File: src/rtl/gsim_sweep_sched_if.sv
// Handshake and datapath bundle between the sweep scheduler, b-loader, PE and output sink.
// Modport master is the scheduler side; slave is the surrounding datapath/environment.
interface gsim_sweep_sched_if #(
    parameter int N  = 16,
    parameter int XW = 32
);
    localparam int IW = $clog2(N);

    logic          start;
    logic [XW-1:0] tol;
    logic          row_valid;
    logic [IW-1:0] row_idx;
    logic          sweep_last;
    logic          res_valid;
    logic [XW-1:0] res_new;
    logic [XW-1:0] res_old;
    logic          out_valid;
    logic [IW-1:0] out_idx;
    logic          out_ready;
    logic          busy;
    logic [6:0]    iter_cnt;
    logic          converged;
    logic          done;

    modport master (
        input  start, tol, res_valid, res_new, res_old, out_ready,
        output row_valid, row_idx, sweep_last, out_valid, out_idx,
               busy, iter_cnt, converged, done
    );

    modport slave (
        output start, tol, res_valid, res_new, res_old, out_ready,
        input  row_valid, row_idx, sweep_last, out_valid, out_idx,
               busy, iter_cnt, converged, done
    );
endinterface

File: src/rtl/gsim_sweep_sched.sv
// Gauss-Seidel iteration scheduler: issues row sweeps to the PE, tracks the largest
// per-sweep update, exits on tolerance or MAX_ITER, then runs the output handshake.
module gsim_sweep_sched #(
    parameter int N        = 16,
    parameter int MAX_ITER = 100,
    parameter int XW       = 32,
    parameter int MIN_ITER = 2
) (
    input logic            clk,
    input logic            reset,
    gsim_sweep_sched_if.master bus
);
    localparam int IW = $clog2(N);
    localparam int CW = IW + 1;
    localparam logic [IW-1:0] LAST_ROW = IW'(N - 1);

    typedef enum logic [2:0] {IDLE, ISSUE, DRAIN, DECIDE, OUT} state_t;

    state_t        state;
    logic [XW-1:0] tol_r;
    logic [XW:0]   max_delta;
    logic [CW-1:0] res_cnt;

    logic signed [XW:0] diff;
    logic [XW:0]        d;
    logic [XW:0]        max_next;
    logic [CW-1:0]      res_cnt_next;
    logic               acct;
    logic [6:0]         k;

    // Sign-extended difference keeps |new - old| exact for any pair of XW-bit inputs.
    always_comb begin
        diff         = {bus.res_new[XW-1], bus.res_new} - {bus.res_old[XW-1], bus.res_old};
        d            = diff[XW] ? $unsigned(-diff) : $unsigned(diff);
        acct         = bus.res_valid && (state == ISSUE || state == DRAIN);
        res_cnt_next = res_cnt + CW'(acct);
        max_next     = (acct && d > max_delta) ? d : max_delta;
        k            = bus.iter_cnt + 7'd1;
    end

    always_ff @(posedge clk or posedge reset) begin
        if (reset) begin
            state          <= IDLE;
            tol_r          <= '0;
            max_delta      <= '0;
            res_cnt        <= '0;
            bus.row_valid  <= 1'b0;
            bus.row_idx    <= '0;
            bus.sweep_last <= 1'b0;
            bus.out_valid  <= 1'b0;
            bus.out_idx    <= '0;
            bus.busy       <= 1'b0;
            bus.iter_cnt   <= '0;
            bus.converged  <= 1'b0;
            bus.done       <= 1'b0;
        end else begin
            bus.done <= 1'b0;
            if (acct) begin
                res_cnt   <= res_cnt_next;
                max_delta <= max_next;
            end
            case (state)
                IDLE: begin
                    // A start coinciding with the done pulse belongs to the finished solve.
                    if (bus.start && !bus.done) begin
                        tol_r          <= bus.tol;
                        bus.iter_cnt   <= '0;
                        bus.converged  <= 1'b0;
                        max_delta      <= '0;
                        res_cnt        <= '0;
                        bus.row_valid  <= 1'b1;
                        bus.row_idx    <= '0;
                        bus.sweep_last <= 1'b0;
                        bus.busy       <= 1'b1;
                        state          <= ISSUE;
                    end
                end
                ISSUE: begin
                    if (bus.row_idx == LAST_ROW) begin
                        bus.row_valid  <= 1'b0;
                        bus.sweep_last <= 1'b0;
                        state          <= DRAIN;
                    end else begin
                        bus.row_idx    <= bus.row_idx + 1'b1;
                        bus.sweep_last <= (bus.row_idx == IW'(N - 2));
                    end
                end
                DRAIN: begin
                    if (res_cnt_next >= CW'(N))
                        state <= DECIDE;
                end
                DECIDE: begin
                    bus.iter_cnt <= k;
                    if (max_delta <= {1'b0, tol_r} && k >= 7'(MIN_ITER)) begin
                        bus.converged <= 1'b1;
                        bus.out_valid <= 1'b1;
                        bus.out_idx   <= '0;
                        state         <= OUT;
                    end else if (k == 7'(MAX_ITER)) begin
                        bus.converged <= 1'b0;
                        bus.out_valid <= 1'b1;
                        bus.out_idx   <= '0;
                        state         <= OUT;
                    end else begin
                        max_delta     <= '0;
                        res_cnt       <= '0;
                        bus.row_valid <= 1'b1;
                        bus.row_idx   <= '0;
                        state         <= ISSUE;
                    end
                end
                OUT: begin
                    if (bus.out_ready) begin
                        if (bus.out_idx == LAST_ROW) begin
                            bus.out_valid <= 1'b0;
                            bus.out_idx   <= '0;
                            bus.done      <= 1'b1;
                            bus.busy      <= 1'b0;
                            state         <= IDLE;
                        end else begin
                            bus.out_idx <= bus.out_idx + 1'b1;
                        end
                    end
                end
                default: state <= IDLE;
            endcase
        end
    end
endmodule

File: src/flat_wrapper.sv
// flat-port wrapper written by rule: the top's interface ports become plain ports
module gsim_sweep_sched_flat 
#(
    parameter int N        = 16,
    parameter int MAX_ITER = 100,
    parameter int XW       = 32,
    parameter int MIN_ITER = 2
)
  (clk, reset, bus_start, bus_tol, bus_res_valid, bus_res_new, bus_res_old, bus_out_ready, bus_row_valid, bus_row_idx, bus_sweep_last, bus_out_valid, bus_out_idx, bus_busy, bus_iter_cnt, bus_converged, bus_done);
  gsim_sweep_sched_if #(.N(N), .XW(XW)) bus_i ();
  input logic clk;
  input logic reset;
  input wire logic [$bits(bus_i.start)-1:0] bus_start;
  input wire logic [$bits(bus_i.tol)-1:0] bus_tol;
  input wire logic [$bits(bus_i.res_valid)-1:0] bus_res_valid;
  input wire logic [$bits(bus_i.res_new)-1:0] bus_res_new;
  input wire logic [$bits(bus_i.res_old)-1:0] bus_res_old;
  input wire logic [$bits(bus_i.out_ready)-1:0] bus_out_ready;
  output wire logic [$bits(bus_i.row_valid)-1:0] bus_row_valid;
  output wire logic [$bits(bus_i.row_idx)-1:0] bus_row_idx;
  output wire logic [$bits(bus_i.sweep_last)-1:0] bus_sweep_last;
  output wire logic [$bits(bus_i.out_valid)-1:0] bus_out_valid;
  output wire logic [$bits(bus_i.out_idx)-1:0] bus_out_idx;
  output wire logic [$bits(bus_i.busy)-1:0] bus_busy;
  output wire logic [$bits(bus_i.iter_cnt)-1:0] bus_iter_cnt;
  output wire logic [$bits(bus_i.converged)-1:0] bus_converged;
  output wire logic [$bits(bus_i.done)-1:0] bus_done;
  assign bus_i.start = bus_start;
  assign bus_i.tol = bus_tol;
  assign bus_i.res_valid = bus_res_valid;
  assign bus_i.res_new = bus_res_new;
  assign bus_i.res_old = bus_res_old;
  assign bus_i.out_ready = bus_out_ready;
  assign bus_row_valid = bus_i.row_valid;
  assign bus_row_idx = bus_i.row_idx;
  assign bus_sweep_last = bus_i.sweep_last;
  assign bus_out_valid = bus_i.out_valid;
  assign bus_out_idx = bus_i.out_idx;
  assign bus_busy = bus_i.busy;
  assign bus_iter_cnt = bus_i.iter_cnt;
  assign bus_converged = bus_i.converged;
  assign bus_done = bus_i.done;
  gsim_sweep_sched #(.N(N), .MAX_ITER(MAX_ITER), .XW(XW), .MIN_ITER(MIN_ITER)) u_core (.clk(clk), .reset(reset), .bus(bus_i));
endmodule
File: config.mk
export PLATFORM = sky130hd
export DESIGN_NAME = gsim_sweep_sched_flat
export DESIGN_NICKNAME = d
export VERILOG_FILES = /design/src/rtl/gsim_sweep_sched_if.sv /design/src/rtl/gsim_sweep_sched.sv /design/src/flat_wrapper.sv
export SDC_FILE = /design/constraint.sdc
export NUM_CORES = 1
export LEC_CHECK = 0
export ABC_AREA = 1
export CORE_ASPECT_RATIO = 0.8
export CORE_UTILIZATION = 40
export CTS_CLUSTER_DIAMETER = 200
export DETAILED_ROUTE_END_ITERATION = 10
export SYNTH_ARGS = -nofsm -noshare
export SYNTH_HDL_FRONTEND = slang
export SYNTH_SLANG_ARGS = --single-unit
File: constraint.sdc
create_clock -name clk -period 3 [get_ports clk]
set_input_delay 0.6 -clock clk [delete_from_list [all_inputs] [get_ports clk]]
set_output_delay 0.6 -clock clk [all_outputs]
set_load 0.05 [all_outputs]
==> out/metrics.yaml, run 1 <==
timing:
  rsz0062_at_grt: "true"
  setup_violations: 33
  fin_skew_ns: 0.0108
  min_period_over_period_pct: 154
  worst_pin_slew_ns: 0.543
  drv_slew: 0
  worst_slack_ns: -1.62
  fin_crit_ns: 4.62
  hold_viol_final: 0
  relSlewSlack_pct: 63.8
  timing.fmax_ghz: 0.217
setup_path:
  cp_num_buf_inv: 8
  critPathSlowestCell: "ha_4"
  path_class: "input pin to flip-flop"
  max_stage_delay_ns: 0.28
  worstSetupEndpointType: "flip-flop"
  crit_arrival_ns: 4.85
  start_kind: "input pin"
  worstPathMaxFanout: 7
  worstPathRequired_ns: 3.24
  cpLargestDelayFamily: "simple AND/OR/NAND/NOR gates"
die:
  rows: 50
  io_pins: 122
  start_util_pct: 41.1
  die_area_sq_um: 24800
  core_area_sq_um: 23500
  die_width_um: 176
  die_h_um: 141
clocking:
  numCtsBuffers: 9
  clock_path_buffers: 2
  clkLatencyLatePin_ns: 0.35
  clk_pin_slew_ns: 0.07
  cts_max_level: 3
  cts_tree: "built"
  clockRootBuffer: "clkbuf_16"
  clock-sinks: 94
routing:
  drc: 0
  totalWireLength_mm: 34.4
  wl_per_cell_um: 15.1
  vias: 11600
  firstDrtPassIters: 5
  drt_iter0_drc: 785
  via_per_inst: 5.09
  antenna_left: 0
status:
  outcome: "finished with violations"
  violations: "negative setup slack"
cells_and_area:
  fill_cells: 1880
  seq_area_sq_um: 2350
  fin_cells: 2278
  syn_to_final_growth_pct: 69.3
  multi_input_area_sq_um: 8380
  nets: 2169
  drive_gt1_share_pct: 39.9
  diodes: 0
power_and_ir_drop:
  seq_power_share_pct: 20.0
  p_leak_nw: 8.37
  p_sw_mw: 4.94
  power.density_nw_per_um2: 636
  p_clk_share_pct: 10.6
  switching_share_pct: 47.4
  intPower_mw: 5.47
  irDropWorstVdd_uv: 456
  p_comb_share_pct: 69.4
placement:
  pre_cts_ws_ns: -2.29
  portBuffers: 121
  dp_hpwl_mm: 22.9
  place.gp.congestion: 0.949
  dpl.cell_count: 2140
grt:
  grt_use_total_pct: 26.4
  grt_first_pass_wirelength_mm: 53.3
  overflow: 0
  grt_max_degree: 95
  antenna_found_initial: 0
  grt_pass1_vias: 11000
synth:
  synth.net_count: 1747
  synth_top_area_cell: "dfrtp_1"
  ys_seq_area_share_pct: 24.3
  netlist_area_sq_um: 9660
  syn_avg_cell_area_sq_um: 6.28
  syn_inst: 1539
  synth_area_leaders: "dfrtp_1 (24%), nand2_1 (18%), ha_1 (14%), inv_1 (11%), nand3_1 (6.4%)"
  synth-main-ff-cell: "dfrtp_1"
  async_flop_share_pct: 100
  ys_ff_latch: 94
  synth_cell_types: 43
  synth_edf_count: 0
  synth_warnings: 0
  synth_top_area_share_pct: 24.3
worst_hold_path:
  hold_path.class: "flip-flop to flip-flop"
run:
  cap_violations: 0
## repair_timing
action                                  in CTS  in global routing
resized for setup                          378                259
hold endpoints to repair                     0                  0
hold buffers                                 0                  0
gates cloned                                 5                  1
endpoints found under the setup margin      33                 38
buffers inserted                            89                 30
pin swaps                                  162                112
## kinds of logic after synthesis
group,after synthesis,synth area share [%]
and+or+nand+nor,801,35.9
buffers and inverters,325,12.9
AOI/OAI and AO/OA,184,10.4
adders and majority gates,107,13.9
DFF,94,24.3
xor gates and xnor gates,28,2.54
## metal layers
metal  track usage (%)  share of wire (%)  up-vias
met5                 0                  0        -
met4              4.85                1.7        0
met3              2.62                6.1       62
met2              42.8                 46      357
met1              38.2                 46     5448
li1                  -                  -     5718
## worst paths after layout
path                                       from                     end  slack (ns)  cells past startpoint
min in group asynchronous                 reset  u_core.bus.iter_cnt[4]        0.72                      3
setup / recovery                 bus_res_new[7]    u_core.max_delta[27]       -1.62                     30
hold reg to reg            u_core.bus.row_valid    u_core.bus.row_valid        0.48                      2
setup reg to reg           u_core.max_delta[16]   u_core.bus.row_idx[0]        0.26                     12
hold / removal             u_core.bus.row_valid    u_core.bus.row_valid        0.48                      2
max in group asynchronous                 reset    u_core.max_delta[19]        1.83                      3
## layout make-up
class | instances | area share (%)
Clock buffer | 12 | 1.51
Clock inverter | 4 | 0.191
Inverter | 306 | 7.28
Multi-Input combinational cell | 1121 | 51.2
Sequential cell | 94 | 14.4
Tap cell | 312 | 2.39
Timing Repair Buffer | 428 | 22.9
Timing Repair inverter | 1 | 0.0994
## worst reg2reg max path, stage by stage (launching register included)
cell      delay [ns]
dfrtp_1         0.45
ha_1            0.35
nand4_1         0.18
nand3b_1        0.26
nor4_1          0.29
nand3b_1        0.12
nand3_1         0.10
nand2_1         0.07
nand2_1         0.08
nand2_1         0.06
nand2_1         0.20
nand3_1         0.25
o21ai_0         0.24
## cells in the mapped netlist, types with 10 or more instances
| library cell | instances |
|---|---|
| a21oi_1 | 74 |
| clkbuf_1 | 12 |
| dfrtp_1 | 94 |
| ha_1 | 106 |
| inv_1 | 293 |
| nand2_1 | 469 |
| nand2_2 | 22 |
| nand3_1 | 123 |
| nand3b_1 | 10 |
| nand4_1 | 24 |
| nor2_1 | 104 |
| nor3_1 | 14 |
| o21ai_0 | 78 |
| xor2_1 | 22 |
## per-stage QoR
stage | utilization [%] | TNS [ns] | hold slack, ns | power, mW | instance area (sq um)
detailed placement | 53.9 | -73.69 | 0.466 | 7.43 | 12700
CTS | 64.4 | -42.70 | 0.481 | 9.63 | 15100
floorplan | - | -35.55 | 0.446 | 5.46 | 9750
global route | 69.6 | -56.04 | 0.498 | 11.3 | 16400
finish | 69.6 | -50.34 | 0.475 | 10.4 | 16400
global placement | 53.9 | -70.49 | 0.468 | 7.32 | 12700
## sequential cells by signal, summed over array words and instances (netlist names)
register               count
u_core.bus.sweep_last      1
u_core.max_delta          33
u_core.bus.out_idx         4
u_core.state               3
u_core.bus.converged       1
u_core.bus.iter_cnt        7
u_core.bus.out_valid       1
u_core.bus.row_idx         4
u_core.tol_r              32
u_core.res_cnt             5
u_core.bus.row_valid       1
u_core.bus.done            1
u_core.bus.busy            1
## placed cells by master (no fill, tap or decap), types with 5 or more instances in the layout
cell and n:
nand2_1 316, buf_4 278, inv_1 241, nand2_2 116, dfrtp_1 94, nand3_1 79
clkdlybuf4s50_1 78, ha_1 64, o21ai_0 58, nand2_4 58, nor2_1 56, inv_2 54
a21oi_1 50, ha_4 42, nor2_4 41, nand3_2 36, dlygate4sd2_1 27, nand4_1 24
a21oi_2 17, buf_6 17, xor2_1 16, nor2_2 15, o21ai_1 14, nand3_4 13
a21oi_4 11, dlymetal6s2s_1 11, nand3b_1 10, clkbuf_16 10, o211ai_1 9, o21ai_2 8
nor3_1 7, nor3_4 7, nor3_2 6, xor2_2 6, buf_12 6, xnor2_1 5
inv_4 5
## power groups by stage
stage,registers (mW),logic (mW),clock network (mW)
2_1_floorplan,2.24,3.22,0
3_3_place_gp,2.08,5.24,0
3_5_place_dp,2.08,5.35,0
4_1_cts,2.06,6.44,1.13
5_1_grt,2.13,7.94,1.19
6_report,2.08,7.22,1.11
No activity file was read; power rests on OpenSTA's default activity.
==> inputs of run 2 (changes only) <==
==> constraint.sdc (replaced) <==
create_clock -name clk -period 5.04 [get_ports clk]
set_input_delay 0.756 -clock clk [delete_from_list [all_inputs] [get_ports clk]]
set_output_delay 0.756 -clock clk [all_outputs]
set_load 0.05 [all_outputs]
==> out/metrics.yaml, run 2 (same netlist as run 1, synthesis figures left out) <==
cells_and_area:
  reg.largest.list: "u_core.max_delta x33, u_core.tol_r x32, u_core.bus.iter_cnt x7"
  syn_to_final_growth_pct: 45.8
  diodes: 0
  largest_reg_flops: 33
  final_util_pct: 59.9
  final_common_cell: "nand2_1"
  fill_cells: 2269
  regMostFlops: "u_core.max_delta"
  nets: 2057
  drive_gt1_share_pct: 24.2
  final_cell_mix: "nand2_1 (417), inv_1 (283), buf_4 (188)"
grt:
  grt_max_degree: 65
  grt-busiest-layer: "met1"
  use_met2_pct: 33.7
  grt_use_total_pct: 22.9
  overflow: 0
  globalRouteMet3Util_pct: 3.10
  grt_first_pass_wirelength_mm: 45.7
  antenna_found_initial: 0
  grt_pass1_vias: 9240
  grtUsageMet1_pct: 35.7
power_and_ir_drop:
  p_leak_nw: 7.37
  irDropWorstVdd_uv: 211
  power.density_nw_per_um2: 385
  finalPower_mw: 5.43
routing:
  vias: 10500
  drc: 0
  wl_per_cell_um: 13.7
  firstDrtPassIters: 5
  totalWireLength_mm: 29.6
  via_per_inst: 4.86
  drt_iter0_drc: 658
  antenna_left: 0
timing:
  drv_slew: 0
  fin_skew_ns: 0.00997
  relSlewSlack_pct: 28.4
  min_period_over_period_pct: 95.5
  fin_crit_ns: 4.81
  timing.fmax_ghz: 0.208
  hold_viol_final: 0
  worst_pin_slew_ns: 1.07
  setup_violations: 0
setup_path:
  worstSetupEndpointType: "flip-flop"
  critPathSlowestCell: "clkdlybuf4s50_1"
  worst-path-stages: 30
  r2r_cells: 13
  crit_top_cell: "nand2_1"
  cpLargestDelayFamily: "simple AND/OR/NAND/NOR gates"
  r2r-start: "u_core.max_delta[24]"
  cp_num_buf_inv: 5
  r2r_setup_slack_ns: 2.12
  worstPathRequired_ns: 5.27
  max_stage_delay_ns: 0.45
  start_kind: "input pin"
  critPathLaunch: "bus_res_old[23]"
  timing.rr.end: "u_core.bus.row_idx[0]"
  crit_arrival_ns: 5.05
  setup.worst_path.end: "u_core.max_delta[30]"
  path_class: "input pin to flip-flop"
  worstPathMaxFanout: 7
placement:
  portBuffers: 121
  dp_hpwl_mm: 23.1
  place.gp.congestion: 0.956
clocking:
  cts_tree: "built"
  clock-sinks: 94
  clk_pin_slew_ns: 0.06
  numCtsBuffers: 9
  clockRootBuffer: "clkbuf_16"
  cts_max_level: 3
  clock_path_buffers: 2
  clkLatencyLatePin_ns: 0.34
run:
  cap_violations: 0
die:
  rows: 50
  io_pins: 122
  die_width_um: 176
  die_h_um: 141
  core_area_sq_um: 23500
  die_area_sq_um: 24800
  start_util_pct: 41.1
worst_hold_path:
  hold_path.class: "flip-flop to flip-flop"
status:
  outcome: "complete, no violations"
[run 2: cell count changes in the layout (fill, tap and decap cells not counted), moves of 21 or more]
cell	delta
inv_1	+42
inv_2	-36
nor2_4	-29
clkdlybuf4s50_1	+38
buf_4	-90
dlygate4sd2_1	-27
nand2_1	+101
nand2_2	-56
nand2_4	-43
nor2_1	+21
[run 2: how the worst min path moves through the flow]
stage / startpoint / endpoint / cells after the start / slack (ns)
after floorplan: u_core.tol_r[0] / u_core.tol_r[0] / 2 / 0.45
after global placement: u_core.bus.row_valid / u_core.bus.row_valid / 2 / 0.47
after detailed placement: u_core.bus.out_valid / u_core.bus.out_valid / 2 / 0.47
after CTS: u_core.bus.out_valid / u_core.bus.out_valid / 2 / 0.49
after global routing: u_core.tol_r[0] / u_core.tol_r[0] / 2 / 0.51
final: u_core.bus.out_valid / u_core.bus.out_valid / 2 / 0.49
[run 2: per-stage QoR]
| step | hold slack (ns) | worst slack (ns) | cell area, sq um | instances | TNS [ns] |
|---|---|---|---|---|---|
| final | 0.485 | 0.226 | 14100 | 2166 | 0 |
| after CTS | 0.488 | 0.0136 | 12800 | 2143 | 0 |
| after detailed placement | 0.474 | -0.422 | 12500 | 2127 | -11.20 |
| after global routing | 0.511 | -0.0635 | 14100 | 2166 | -1.26 |
| after global placement | 0.470 | -0.299 | 12500 | 2127 | -7.89 |
| after floorplan | 0.446 | 0.508 | 9660 | 1539 | 0 |
[run 2: per-layer routing]
layer  part of all wire [%]  wire (um)  vias to the layer above
li1                       -          -                     5484
met1                     53      15700                     4804
met2                     41      12200                      218
met3                    4.8       1420                       27
met4                    1.0        303                        0
met5                      0          0                        -
[run 2: worst min-delay path: stages, from the launching register on]
cell and delay (ns):
dfrtp_1 0.35, nand2_1 0.06, nand2_1 0.05
[run 2: final cells by class]
class	instances	area, sq um	area share, %
well taps	312	390	2.77
flip-flops and latches	94	2350	16.7
clock buffers	10	229	1.62
multi-input cells	1120	7110	50.5
repair inverters	1	8.76	0.0621
inverters	306	1170	8.28
repair buffers	317	2800	19.8
clock inverters	6	36.3	0.257
[run 2: timing repair]
item | in CTS | in global routing
pin swaps | 0 | 60
buffers inserted | 0 | 17
cloned | 0 | 6
setup endpoints to repair | 16 | 33
resized for setup | 2 | 236
hold buffers | 0 | 0
[run 2: where the power goes]
part	switching [mW]	total [mW]	internal, mW
Combinational	2.07	3.56	1.49
Sequential	0.195	1.24	1.04
Clock	0.298	0.631	0.333
Total	2.56	5.43	2.86
==> inputs of run 3 (changes only) <==
--- a/config.mk
+++ b/config.mk
@@ -7,9 +7,11 @@
 export LEC_CHECK = 0
 export ABC_AREA = 1
 export CORE_ASPECT_RATIO = 0.8
+export CORE_MARGIN = 1
 export CORE_UTILIZATION = 40
 export CTS_CLUSTER_DIAMETER = 200
 export DETAILED_ROUTE_END_ITERATION = 10
+export PLACE_DENSITY = 0.59
 export SYNTH_ARGS = -nofsm -noshare
 export SYNTH_HDL_FRONTEND = slang
 export SYNTH_SLANG_ARGS = --single-unit
==> out/metrics.yaml, run 3 (same netlist as run 1, synthesis figures left out) <==
cells_and_area:
  largest_reg_flops: 33
  fill_cells: 2211
  reg.largest.list: "u_core.max_delta x33, u_core.tol_r x32, u_core.bus.iter_cnt x7"
  syn_to_final_growth_pct: 45.4
  fin_cells: 2172
  design_area_sq_um: 14000
  final_cell_mix: "nand2_1 (419), inv_1 (289), buf_4 (193)"
  diodes: 0
  final_util_pct: 59.7
  drive_gt1_share_pct: 23.5
  regMostFlops: "u_core.max_delta"
  nets: 2063
  final_common_cell: "nand2_1"
power_and_ir_drop:
  finalPower_mw: 5.62
  p_sw_mw: 2.63
  power.density_nw_per_um2: 400
  intPower_mw: 3.00
  p_clk_share_pct: 13.3
  seq_power_share_pct: 22.0
  p_comb_share_pct: 64.8
  switching_share_pct: 46.7
  p_leak_nw: 7.39
  irDropWorstVdd_uv: 210
placement:
  portBuffers: 121
  placed_area_sq_um: 12500
  dpl.cell_count: 2123
  place.gp.congestion: 0.908
  dp_hpwl_mm: 23.4
status:
  outcome: "complete, no violations"
routing:
  antenna_left: 0
  vias: 10600
  firstDrtPassIters: 5
  drt_iter0_drc: 782
  via_per_inst: 4.89
  drc: 0
  totalWireLength_mm: 29.7
  wl_per_cell_um: 13.7
die:
  rows: 50
  core_area_sq_um: 23500
  die_h_um: 141
  start_util_pct: 41.1
  die_width_um: 176
  io_pins: 122
  die_area_sq_um: 24800
grt:
  overflow: 0
  grt_max_degree: 65
  grt_use_total_pct: 23.3
  antenna_found_initial: 0
  grt_first_pass_wirelength_mm: 46.6
  grt_pass1_vias: 9440
clocking:
  numCtsBuffers: 9
  clock_path_buffers: 2
  cts_tree: "built"
  clockRootBuffer: "clkbuf_16"
  cts_max_level: 3
  clkLatencyLatePin_ns: 0.35
  clock-sinks: 94
  clk_pin_slew_ns: 0.07
timing:
  drv_slew: 0
  setup_violations: 0
  relSlewSlack_pct: 51.3
  timing.fmax_ghz: 0.204
  min_period_over_period_pct: 97.4
  fin_crit_ns: 4.91
  fin_skew_ns: 0.0118
  worst_pin_slew_ns: 0.731
  hold_viol_final: 0
setup_path:
  path_class: "input pin to flip-flop"
  r2r-start: "u_core.max_delta[24]"
  critPathSlowestCell: "clkdlybuf4s50_1"
  max_stage_delay_ns: 0.52
  start_kind: "input pin"
  worstPathMaxFanout: 7
  worstPathRequired_ns: 5.27
  crit_top_cell: "nand2_2"
  worstSetupEndpointType: "flip-flop"
  crit_arrival_ns: 5.14
  critPathLaunch: "bus_res_old[1]"
run:
  cap_violations: 0
worst_hold_path:
  hold_path_startpoint: "u_core.bus.out_valid"
  hold_path.class: "flip-flop to flip-flop"
run 3: cell types whose count changed in the layout (fill, tap and decap cells not counted), moves of 5 or more:
cell,delta
buf_4,+5
ha_1,+6
ha_4,-7
inv_1,+6
inv_2,-7
nand3_1,+7
nand3_2,-7
o21ai_0,-5
run 3: per-stage QoR:
step | hold WS [ns] | TNS, ns | worst slack [ns]
global placement | 0.468 | -16.28 | -0.569
CTS | 0.480 | 0 | 0.0114
floorplan | 0.446 | 0 | 0.508
global route | 0.507 | -4.74 | -0.179
detailed placement | 0.464 | -15.00 | -0.521
finish | 0.479 | 0 | 0.132
run 3: layout make-up:
type                       count  area (sq um)  area share, %
timing repair buffer         324          2840           20.2
tap                          312           390           2.78
clock inverter                 7          96.3          0.686
inverter                     306          1160           8.29
clock buffer                   9           225           1.60
multi-input combinational   1120          6980           49.7
sequential                    94          2350           16.7
run 3: final timing paths:
check | endpoint | slack, ns | depth (start not counted)
worst max-delay path | u_core.max_delta[21] | 0.13 | 31
worst min-delay path | u_core.bus.out_valid | 0.48 | 2
worst max register to register | u_core.max_delta[24] | 2.20 | 12
worst min register to register | u_core.bus.out_valid | 0.48 | 2
max in group asynchronous | u_core.res_cnt[0] | 3.03 | 3
min in group asynchronous | u_core.bus.iter_cnt[3] | 0.81 | 2
run 3: power groups by stage:
stage                     Sequential, mW  Combinational (mW)  Clock (mW)
final                               1.24                3.64       0.746
after global routing                1.27                4.06       0.790
after CTS                           1.23                3.18       0.761
after detailed placement            1.25                3.13           0
after global placement              1.24                3.07           0
after floorplan                     1.33                1.89           0
run 3: timing repair:
| item | in CTS | in global routing |
|---|---|---|
| gates cloned | 0 | 4 |
| pin swaps | 3 | 57 |
| gates resized for setup | 12 | 209 |
| buffers inserted | 3 | 26 |
| hold buffers | 0 | 0 |
| setup endpoints to repair | 33 | 33 |
run 3: layer usage:
metal	GRT usage, %	up-vias	part of all wire [%]
li1	-	5500	-
met1	36.4	4873	52
met2	34.6	243	42
met3	2.80	13	5.7
met4	2.56	0	0.46
met5	0	-	0
run 3: worst max-delay path: cells and delay by family:
family	cells	cell delay, ns
simple gates	18	2.14
buf+inv	8	1.21
fa+ha+maj	2	0.49
compound gates	3	0.53
